<file path="config.mk">
export PLATFORM = sky130hd
export DESIGN_NAME = nabp_map_sequencer_flat
export DESIGN_NICKNAME = d
export VERILOG_FILES = /design/src/rtl/nabp_map_sequencer_if.sv /design/src/rtl/nabp_map_sequencer.sv /design/src/flat_wrapper.sv
export SDC_FILE = /design/constraint.sdc
export NUM_CORES = 1
export LEC_CHECK = 0
export ABC_AREA = 1
export CAP_MARGIN = 20
export CELL_PAD_IN_SITES_DETAIL_PLACEMENT = 1
export CELL_PAD_IN_SITES_GLOBAL_PLACEMENT = 1
export CORE_MARGIN = 3
export CORE_UTILIZATION = 26
export DETAILED_ROUTE_END_ITERATION = 6
export GPL_TIMING_DRIVEN = 0
export PLACE_DENSITY_LB_ADDON = 0.15
export REMOVE_ABC_BUFFERS = 1
export SLEW_MARGIN = 10
export SYNTH_ARGS = -nofsm -noshare
export SYNTH_HDL_FRONTEND = slang
export SYNTH_SLANG_ARGS = --single-unit
</file>
<file path="constraint.sdc">
create_clock -name clk -period 1.15 [get_ports clk]
set_input_delay 0.115 -clock clk [delete_from_list [all_inputs] [get_ports clk]]
set_output_delay 0.115 -clock clk [all_outputs]
set_load 0.02 [all_outputs]
</file>
<file path="src/rtl/nabp_map_sequencer_if.sv">
// Bus bundle between the map sequencer and its angle ROM, line buffer and mapper.
// The master modport is the sequencer side.
interface nabp_map_sequencer_if #(
  parameter int unsigned ACCU_W  = 24,
  parameter int unsigned ANGLE_W = 8
);
  logic               rom_en;
  logic [ANGLE_W-1:0] rom_addr;
  logic [ACCU_W-1:0]  rom_init;
  logic [ACCU_W-1:0]  rom_base;
  logic               lb_ready;
  logic               stall;
  logic [ACCU_W-1:0]  mp_accu_init;
  logic [ACCU_W-1:0]  mp_accu_base;
  logic               sh_kick;
  logic               sh_shift_en;
  logic               sh_done;

  modport master (
    output rom_en, rom_addr, mp_accu_init, mp_accu_base, sh_kick, sh_shift_en, sh_done,
    input  rom_init, rom_base, lb_ready, stall
  );

  modport slave (
    input  rom_en, rom_addr, mp_accu_init, mp_accu_base, sh_kick, sh_shift_en, sh_done,
    output rom_init, rom_base, lb_ready, stall
  );
endinterface

</file>
<file path="src/rtl/nabp_map_sequencer.sv">
// Steps the projection-line mapper through every angle of a frame: fetch ROM params,
// wait for the line buffer, then kick / shift LINE_LEN times / done.
module nabp_map_sequencer #(
  parameter int unsigned ACCU_W     = 24,
  parameter int unsigned ANGLE_W    = 8,
  parameter int unsigned NUM_ANGLES = 180,
  parameter int unsigned LINE_LEN   = 256
) (
  input  logic                 clk,
  input  logic                 reset_n,
  input  logic                 start_i,
  input  logic                 abort_i,
  nabp_map_sequencer_if.master map_if,
  output logic [ANGLE_W-1:0]   angle_o,
  output logic                 busy_o,
  output logic                 frame_done_o
);
  localparam int unsigned        CntW      = (LINE_LEN > 1) ? $clog2(LINE_LEN) : 1;
  localparam logic [CntW-1:0]    CntLast   = CntW'(LINE_LEN - 1);
  localparam logic [ANGLE_W-1:0] AngleLast = ANGLE_W'(NUM_ANGLES - 1);

  typedef enum logic [2:0] {
    StIdle, StFetch, StLoad, StArm, StKick, StShift, StDone
  } state_e;

  state_e             state_q, state_d;
  logic [ANGLE_W-1:0] angle_q, angle_d;
  logic [CntW-1:0]    cnt_q, cnt_d;
  logic [ACCU_W-1:0]  init_q, init_d;
  logic [ACCU_W-1:0]  base_q, base_d;
  logic               rom_en, kick, shift_en, done, frame_done;

  always_ff @(posedge clk) begin
    if (!reset_n) begin
      state_q <= StIdle;
      angle_q <= '0;
      cnt_q   <= '0;
      init_q  <= '0;
      base_q  <= '0;
    end else begin
      state_q <= state_d;
      angle_q <= angle_d;
      cnt_q   <= cnt_d;
      init_q  <= init_d;
      base_q  <= base_d;
    end
  end

  always_comb begin
    state_d    = state_q;
    angle_d    = angle_q;
    cnt_d      = cnt_q;
    init_d     = init_q;
    base_d     = base_q;
    rom_en     = 1'b0;
    kick       = 1'b0;
    shift_en   = 1'b0;
    done       = 1'b0;
    frame_done = 1'b0;

    unique case (state_q)
      StIdle: begin
        if (start_i) state_d = StFetch;
      end
      StFetch: begin
        rom_en  = 1'b1;
        state_d = StLoad;
      end
      StLoad: begin
        init_d  = map_if.rom_init;
        base_d  = map_if.rom_base;
        // ARM collapses into LOAD when the line is already buffered
        state_d = map_if.lb_ready ? StKick : StArm;
      end
      StArm: begin
        if (map_if.lb_ready) state_d = StKick;
      end
      StKick: begin
        kick    = 1'b1;
        cnt_d   = '0;
        state_d = StShift;
      end
      StShift: begin
        if (!map_if.stall) begin
          shift_en = 1'b1;
          cnt_d    = cnt_q + 1'b1;
          if (cnt_q == CntLast) state_d = StDone;
        end
      end
      StDone: begin
        done = 1'b1;
        if (angle_q == AngleLast) begin
          angle_d    = '0;
          frame_done = 1'b1;
          state_d    = StIdle;
        end else begin
          angle_d = angle_q + 1'b1;
          state_d = StFetch;
        end
      end
      default: state_d = StIdle;
    endcase

    // Abort wins over everything; a cut line still gets a done so the mapper re-arms
    if (abort_i && (state_q != StIdle)) begin
      state_d    = StIdle;
      angle_d    = '0;
      frame_done = 1'b0;
      if (state_q == StShift) begin
        shift_en = 1'b0;
        done     = 1'b1;
      end
    end
  end

  assign map_if.rom_en       = rom_en;
  assign map_if.rom_addr     = angle_q;
  assign map_if.mp_accu_init = init_q;
  assign map_if.mp_accu_base = base_q;
  assign map_if.sh_kick      = kick;
  assign map_if.sh_shift_en  = shift_en;
  assign map_if.sh_done      = done;
  assign angle_o             = angle_q;
  assign busy_o              = (state_q != StIdle);
  assign frame_done_o        = frame_done;
endmodule

</file>
<file path="src/flat_wrapper.sv">
// flat-port wrapper written by rule: the top's interface ports become plain ports
module nabp_map_sequencer_flat 
#(
  parameter int unsigned ACCU_W     = 24,
  parameter int unsigned ANGLE_W    = 8,
  parameter int unsigned NUM_ANGLES = 180,
  parameter int unsigned LINE_LEN   = 256
)
  (clk, reset_n, start_i, abort_i, angle_o, busy_o, frame_done_o, map_if_rom_en, map_if_rom_addr, map_if_mp_accu_init, map_if_mp_accu_base, map_if_sh_kick, map_if_sh_shift_en, map_if_sh_done, map_if_rom_init, map_if_rom_base, map_if_lb_ready, map_if_stall);
  nabp_map_sequencer_if #(.ACCU_W(ACCU_W), .ANGLE_W(ANGLE_W)) map_if_i ();
  input  logic clk;
  input  logic reset_n;
  input  logic start_i;
  input  logic abort_i;
  output logic [ANGLE_W-1:0] angle_o;
  output logic busy_o;
  output logic frame_done_o;
  output wire logic [$bits(map_if_i.rom_en)-1:0] map_if_rom_en;
  output wire logic [$bits(map_if_i.rom_addr)-1:0] map_if_rom_addr;
  output wire logic [$bits(map_if_i.mp_accu_init)-1:0] map_if_mp_accu_init;
  output wire logic [$bits(map_if_i.mp_accu_base)-1:0] map_if_mp_accu_base;
  output wire logic [$bits(map_if_i.sh_kick)-1:0] map_if_sh_kick;
  output wire logic [$bits(map_if_i.sh_shift_en)-1:0] map_if_sh_shift_en;
  output wire logic [$bits(map_if_i.sh_done)-1:0] map_if_sh_done;
  input wire logic [$bits(map_if_i.rom_init)-1:0] map_if_rom_init;
  input wire logic [$bits(map_if_i.rom_base)-1:0] map_if_rom_base;
  input wire logic [$bits(map_if_i.lb_ready)-1:0] map_if_lb_ready;
  input wire logic [$bits(map_if_i.stall)-1:0] map_if_stall;
  assign map_if_rom_en = map_if_i.rom_en;
  assign map_if_rom_addr = map_if_i.rom_addr;
  assign map_if_mp_accu_init = map_if_i.mp_accu_init;
  assign map_if_mp_accu_base = map_if_i.mp_accu_base;
  assign map_if_sh_kick = map_if_i.sh_kick;
  assign map_if_sh_shift_en = map_if_i.sh_shift_en;
  assign map_if_sh_done = map_if_i.sh_done;
  assign map_if_i.rom_init = map_if_rom_init;
  assign map_if_i.rom_base = map_if_rom_base;
  assign map_if_i.lb_ready = map_if_lb_ready;
  assign map_if_i.stall = map_if_stall;
  nabp_map_sequencer #(.ACCU_W(ACCU_W), .ANGLE_W(ANGLE_W), .NUM_ANGLES(NUM_ANGLES), .LINE_LEN(LINE_LEN)) u_core (.clk(clk), .reset_n(reset_n), .start_i(start_i), .abort_i(abort_i), .map_if(map_if_i), .angle_o(angle_o), .busy_o(busy_o), .frame_done_o(frame_done_o));
endmodule
</file>
== Word-level counts from Yosys, hierarchy flattened ==
Cells that the tools add are included.
Storage, ports and cells
  output and inout bits: 70
  bits in registers: 67
  word-level logic and storage cells: 49
  input port bits: 54
Cells by class
  equality and inequality tests: 12
  bitwise operators: 1
  reductions and logical operators: 7
  multiplexer cells: 22
  add/subtract/negate cells: 2
Operator list (number)
  3-bit case mux with 7 select lines: 1
  8-bit by 1-bit adder with 8-bit output, second input constant: 2
  8-bit equality test, second input constant: 2
  8-bit 2-to-1 mux: 2
  8-bit case mux with 2 select lines: 1
  3-bit 2-to-1 mux: 5
  1-bit 2-to-1 mux: 13
  3-bit equality test, second input constant: 3
  3-bit by 2-bit equality test with 1-bit output, second input constant: 2
  2-bit inequality test, second input constant: 3
  4-bit AND reduction: 1
  3-bit by 1-bit equality test with 1-bit output, second input constant: 1
  3-bit logical NOT: 1
  3-bit nonzero test: 1
  2-bit by 1-bit inequality test with 1-bit output, second input constant: 1
  2-bit AND reduction: 1
  2-bit nonzero test: 1
  2-bit OR reduction: 1
  1-bit logical AND: 1
  1-bit NOT: 1

== Depth between registers and ports, before layout ==
  word-level depth: 4
  depth in mapped cells: 9
  depth with buffers taken out: 8

== Least setup slack after synthesis ==
OpenSTA, ideal clock, no wires.
  path kind: flip-flop to output port
  from: register u_core.angle_q[1] (netlist: u_core.angle_o[1])
  to: output frame_done_o
  required time: 1.035 ns
  cell stages (with the launch flop): 5
  arrival: 1.453 ns
  slack: -0.418 ns
  buffers on the path: 0
  path through: dfxtp_1 > ha_1 > nor3b_1 > nand2_1 > nor3_1
On the way
  cells in the longest elaborated chain, start to end: 4
RTL lines
  start: declaration: RTL line nabp_map_sequencer.sv:27  | logic [ANGLE_W-1:0] angle_q, angle_d;
  start signal: assignment: RTL line nabp_map_sequencer.sv:42  | angle_q <= angle_d;
  8-bit equality test: RTL line nabp_map_sequencer.sv:92  | if (angle_q == AngleLast) begin
  1-bit 2-to-1 mux: RTL line nabp_map_sequencer.sv:92
  1-bit 2-to-1 mux: RTL line nabp_map_sequencer.sv:61  | unique case (state_q)
  1-bit 2-to-1 mux: RTL line nabp_map_sequencer.sv:105  | if (abort_i && (state_q != StIdle)) begin
  end: declaration: RTL line flat_wrapper.sv:17  | output logic frame_done_o;
Every way passes these cells.

== Worst setup path in the final report ==
  from: register u_core.angle_q[0] (netlist: u_core.angle_o[0])
  to: output frame_done_o
Same word-level chain as after synthesis.

==> impl_metrics.tcl <==
set metrics [dict create \
    io-pin-count 124 \
    max_cap_violation_count 0 \
    cts.htree.levels 3 \
    clk_transition_reported_paths_ns 0.08 \
    place.gp.congestion 0.760 \
    largest_family_of_logic_cells_by_synthesized_area "simple AND/OR/NAND/NOR gates" \
    synth_compound_gate_area_share 0.133 \
    synth_warnings 0 \
    yosys.cell_types.count 27 \
    setup_viol 75 \
    net-switching-power_w 0.00344 \
    holdCritPathClass "primary input to register" \
    yosys_most_used_dff "sky130_fd_sc_hd__dfxtp_1" \
    numCtsBuffers 9 \
    clockRootBuffer "sky130_fd_sc_hd__clkbuf_8" \
    clkSinkCount 67 \
    power_frac_seq 0.329 \
    critical-path-max-stage-delay_ns 0.37 \
    ant_nets 0 \
    die_w_um 109 \
    timing_worst_slew_pin_value_ns 0.411 \
    wirelength_um 11600 \
    post-route-min-period_ns 1.50 \
    fmax_mhz 666 \
    synth.cell_area_mm2 0.00276 \
    fp.dieArea_mm2 0.0119 \
    worstSetupPathType "register to primary output" \
    preCtsSetupSlack_ns -1.57 \
    synth.top_cell.area_share 0.486 \
    grt_overflow 0 \
    share_of_synthesized_cell_area_in_full_adder_half_adder_and_majority_cells 0.00907 \
    synth-xor-area-share 0.00635 \
    global_routing_usage_on_met3 0.0793 \
    synth_enable_flop_cells 0 \
    synth_simple_gate_area_frac 0.278 \
    grt_setup_unrepaired "true" \
    worst-path-max-fanout 2 \
    hold_path_depth 3 \
    async_reset_ff_frac 0 \
    final_nets 584 \
    routed-via-count 3116 \
    globalRouteTotalUtil 0.183 \
    switching_share 0.400 \
    power.share.clock 0.229 \
    worst_clock_skew_ns 0.00801 \
    clock_tree_from_tritoncts "done" \
    timing.critical_path.required_ns 1.03 \
    highest_ir_drop_seen_on_vdd_mv 0.753 \
    place.port_buffers 123 \
    finish.instance_area_mm2 0.00535 \
    grt_start_max_net_pins 40 \
    core.rowCount 36 \
    final_clock_period_utilization_by_the_worst_path 1.31 \
    initial_utilization 0.275 \
    synthesis.instances 372 \
    globalRoute.busiestLayer "met2" \
    layoutNonFillerInstCount 666 \
    postLayoutSetupSlackWorst_ns -0.353 \
    dpl.cell_count 605 \
    antenna_found_initial 0 \
    met1_usage 0.219 \
    first_pass_iters 4 \
    synthMuxAreaShare 0 \
    fin_tns_setup_ns -14.90 \
    cp-start-kind "register" \
    drt-vias-per-instance 4.68 \
    antenna_cells 0 \
    initial_drt_markers 77 \
    run_status "finished with violations" \
    failed_checks "negative setup slack" \
    postLayoutCoreUtil 0.532 \
    r2r_cells 9 \
    worstPathCellList "ha_4 -> nor3b_4 -> nand2_2 -> nor3_2 -> buf_4" \
    post_synth_most_frequent_cells "sky130_fd_sc_hd__nand2_1, sky130_fd_sc_hd__dfxtp_1, sky130_fd_sc_hd__a21oi_1" \
    drc 0 \
    grt_pass1_wl_um 16800 \
    coreArea_mm2 0.0100 \
    crit_path_top_delay_cell "sky130_fd_sc_hd__dfxtp_4" \
    hold_buffers 0 \
    power.combinational.fraction 0.441 \
    synth_top_area_cell "sky130_fd_sc_hd__dfxtp_1" \
    place.detailed.hpwl_um 6000 \
    timing.critical_path.buf_inv 1 \
    grt.met2_usage 0.303 \
    wl_per_cell_um 17.4 \
    syn_avg_cell_area_um2 7.41 \
    slew_violations 0 \
    grt_pass1_vias 3157 \
    timing.final.hold_violations 0 \
    area_delta_synth_final_pct 93.9 \
    critical-path-top-delay-family "simple AND/OR/NAND/NOR gates" \
    path_depth 5 \
    leakage_nw 2.13 \
    ranking_of_synthesized_cells_by_area "sky130_fd_sc_hd__dfxtp_1, sky130_fd_sc_hd__nand2_1, sky130_fd_sc_hd__a21oi_1, sky130_fd_sc_hd__nor2_1, sky130_fd_sc_hd__buf_4" \
    rel_slew_slack 0.726 \
    postPlaceCellArea_mm2 0.00401 \
    signal_arrival_time_at_the_worst_endpoint_ns 1.39 \
    power.internal_w 0.00516 \
    synth.ff_latch_count 67 \
    synth.yosys.seq_area_share 0.486 \
    timing.critical_path.to_type "primary output" \
    drive_gt1_frac 0.550 \
    worstSkewPairLatency_ns 0.34 \
    synth.most_common_cell "sky130_fd_sc_hd__nand2_1" \
    fillerInstances 1142 \
    clock_tree.buffer_depth 2 \
    floorplan.die.height_um 109 \
    power_density_mw_per_mm2 1610 \
]
[cells in the final DEF (no fill, tap or decap), types with 2 or more instances in the layout]
cell / synthesis / final
sky130_fd_sc_hd__nand2_1: 130 / 67
sky130_fd_sc_hd__dfxtp_1: 67 / 54
sky130_fd_sc_hd__clkdlybuf4s50_1: 0 / 53
sky130_fd_sc_hd__a21oi_2: 0 / 49
sky130_fd_sc_hd__clkbuf_2: 0 / 41
sky130_fd_sc_hd__nand2_2: 2 / 32
sky130_fd_sc_hd__nand2_4: 0 / 31
sky130_fd_sc_hd__nor2_1: 25 / 18
sky130_fd_sc_hd__buf_6: 4 / 18
sky130_fd_sc_hd__buf_4: 9 / 17
sky130_fd_sc_hd__inv_1: 18 / 10
sky130_fd_sc_hd__nor2_4: 1 / 9
sky130_fd_sc_hd__a21oi_1: 61 / 9
sky130_fd_sc_hd__clkbuf_8: 0 / 9
sky130_fd_sc_hd__buf_2: 6 / 9
sky130_fd_sc_hd__nand3_1: 9 / 7
sky130_fd_sc_hd__buf_12: 0 / 7
sky130_fd_sc_hd__clkdlybuf4s15_1: 0 / 7
sky130_fd_sc_hd__dfxtp_4: 0 / 7
sky130_fd_sc_hd__inv_2: 3 / 6
sky130_fd_sc_hd__nor3_2: 2 / 6
sky130_fd_sc_hd__nand2_8: 0 / 6
sky130_fd_sc_hd__dfxtp_2: 0 / 6
sky130_fd_sc_hd__clkdlybuf4s15_2: 0 / 5
sky130_fd_sc_hd__o21ai_2: 0 / 4
sky130_fd_sc_hd__nand4_1: 3 / 3
sky130_fd_sc_hd__a21oi_4: 0 / 3
sky130_fd_sc_hd__o21ai_0: 6 / 3
sky130_fd_sc_hd__clkinv_2: 0 / 3
sky130_fd_sc_hd__clkinv_8: 0 / 3
sky130_fd_sc_hd__inv_4: 0 / 2
sky130_fd_sc_hd__inv_16: 0 / 2
sky130_fd_sc_hd__nand3b_1: 2 / 2
sky130_fd_sc_hd__ha_4: 0 / 2
sky130_fd_sc_hd__clkinvlp_4: 0 / 2
sky130_fd_sc_hd__buf_8: 0 / 2
[sequential cells by signal, indices dropped and copies added, names as in the netlist]
register and flops:
u_core.map_if.mp_accu_base 24, u_core.map_if.mp_accu_init 24, u_core.angle_o 8, u_core.cnt_q 8, u_core.state_q 3
[path summary, 6_finish.rpt]
| kind | slack (ns) | startpoint | endpoint |
|---|---|---|---|
| hold / removal | 0.32 | map_if_rom_base[13] | u_core.map_if.mp_accu_base[13] |
| setup reg to reg | -0.31 | u_core.angle_o[0] | u_core.state_q[0] |
| setup / recovery | -0.35 | u_core.angle_o[0] | frame_done_o |
| hold reg to reg | 0.47 | u_core.map_if.mp_accu_base[13] | u_core.map_if.mp_accu_base[13] |
[logic make-up after synthesis]
| kind of cell | Yosys count |
|---|---|
| flops | 67 |
| compound gates | 72 |
| fa+ha+maj | 2 |
| simple gates | 184 |
| buf+inv | 45 |
| xor+xnor | 2 |
[power by group through the flow]
stage	combinational [W]	clock [W]	sequential, W
2_1_floorplan	0.000847	0	0.00299
3_3_place_gp	0.00199	0	0.00277
3_5_place_dp	0.00204	0	0.00279
4_1_cts	0.00264	0.00203	0.00279
5_1_grt	0.00406	0.00216	0.00286
6_report	0.00379	0.00197	0.00283
[metal layers]
metal	part of all wire	wire length (µm)	vias to the layer above
met5	0	0	-
met3	0.079	914	4
li1	-	-	1514
met1	0.41	4750	1517
met2	0.51	5850	81
met4	0.0056	65	0
[repair_timing]
item | 4_1_cts | 5_1_grt
buffers inserted | 17 | 19
hold endpoints to repair | 0 | 0
setup endpoints to repair | 137 | 124
pin swaps | 9 | 60
resized for setup | 247 | 264
cloned | 7 | 3
[worst min-delay path: stages]
cell                              delay, ns
sky130_fd_sc_hd__clkdlybuf4s50_1       0.39
sky130_fd_sc_hd__nand2_1               0.06
sky130_fd_sc_hd__a21oi_1               0.05
[area by class of cell]
| class | instances | area (µm²) | share of cell area |
|---|---|---|---|
| repair inverters | 6 | 115 | 0.0215 |
| flip-flops and latches | 67 | 1380 | 0.257 |
| clock buffers | 9 | 124 | 0.0232 |
| well taps | 133 | 166 | 0.0311 |
| inverters | 21 | 113 | 0.0211 |
| clock inverters | 7 | 68.8 | 0.0129 |
| multi-input cells | 264 | 1980 | 0.370 |
| repair buffers | 159 | 1410 | 0.263 |
[metrics by stage]
step,power (W),hold WS (ns)
global placement,0.00476,0.451
floorplan,0.00383,0.257
detailed placement,0.00482,0.458
CTS,0.00746,0.304
global route,0.00909,0.309
finish,0.00859,0.321
No activity file was read; power rests on OpenSTA's default activity.
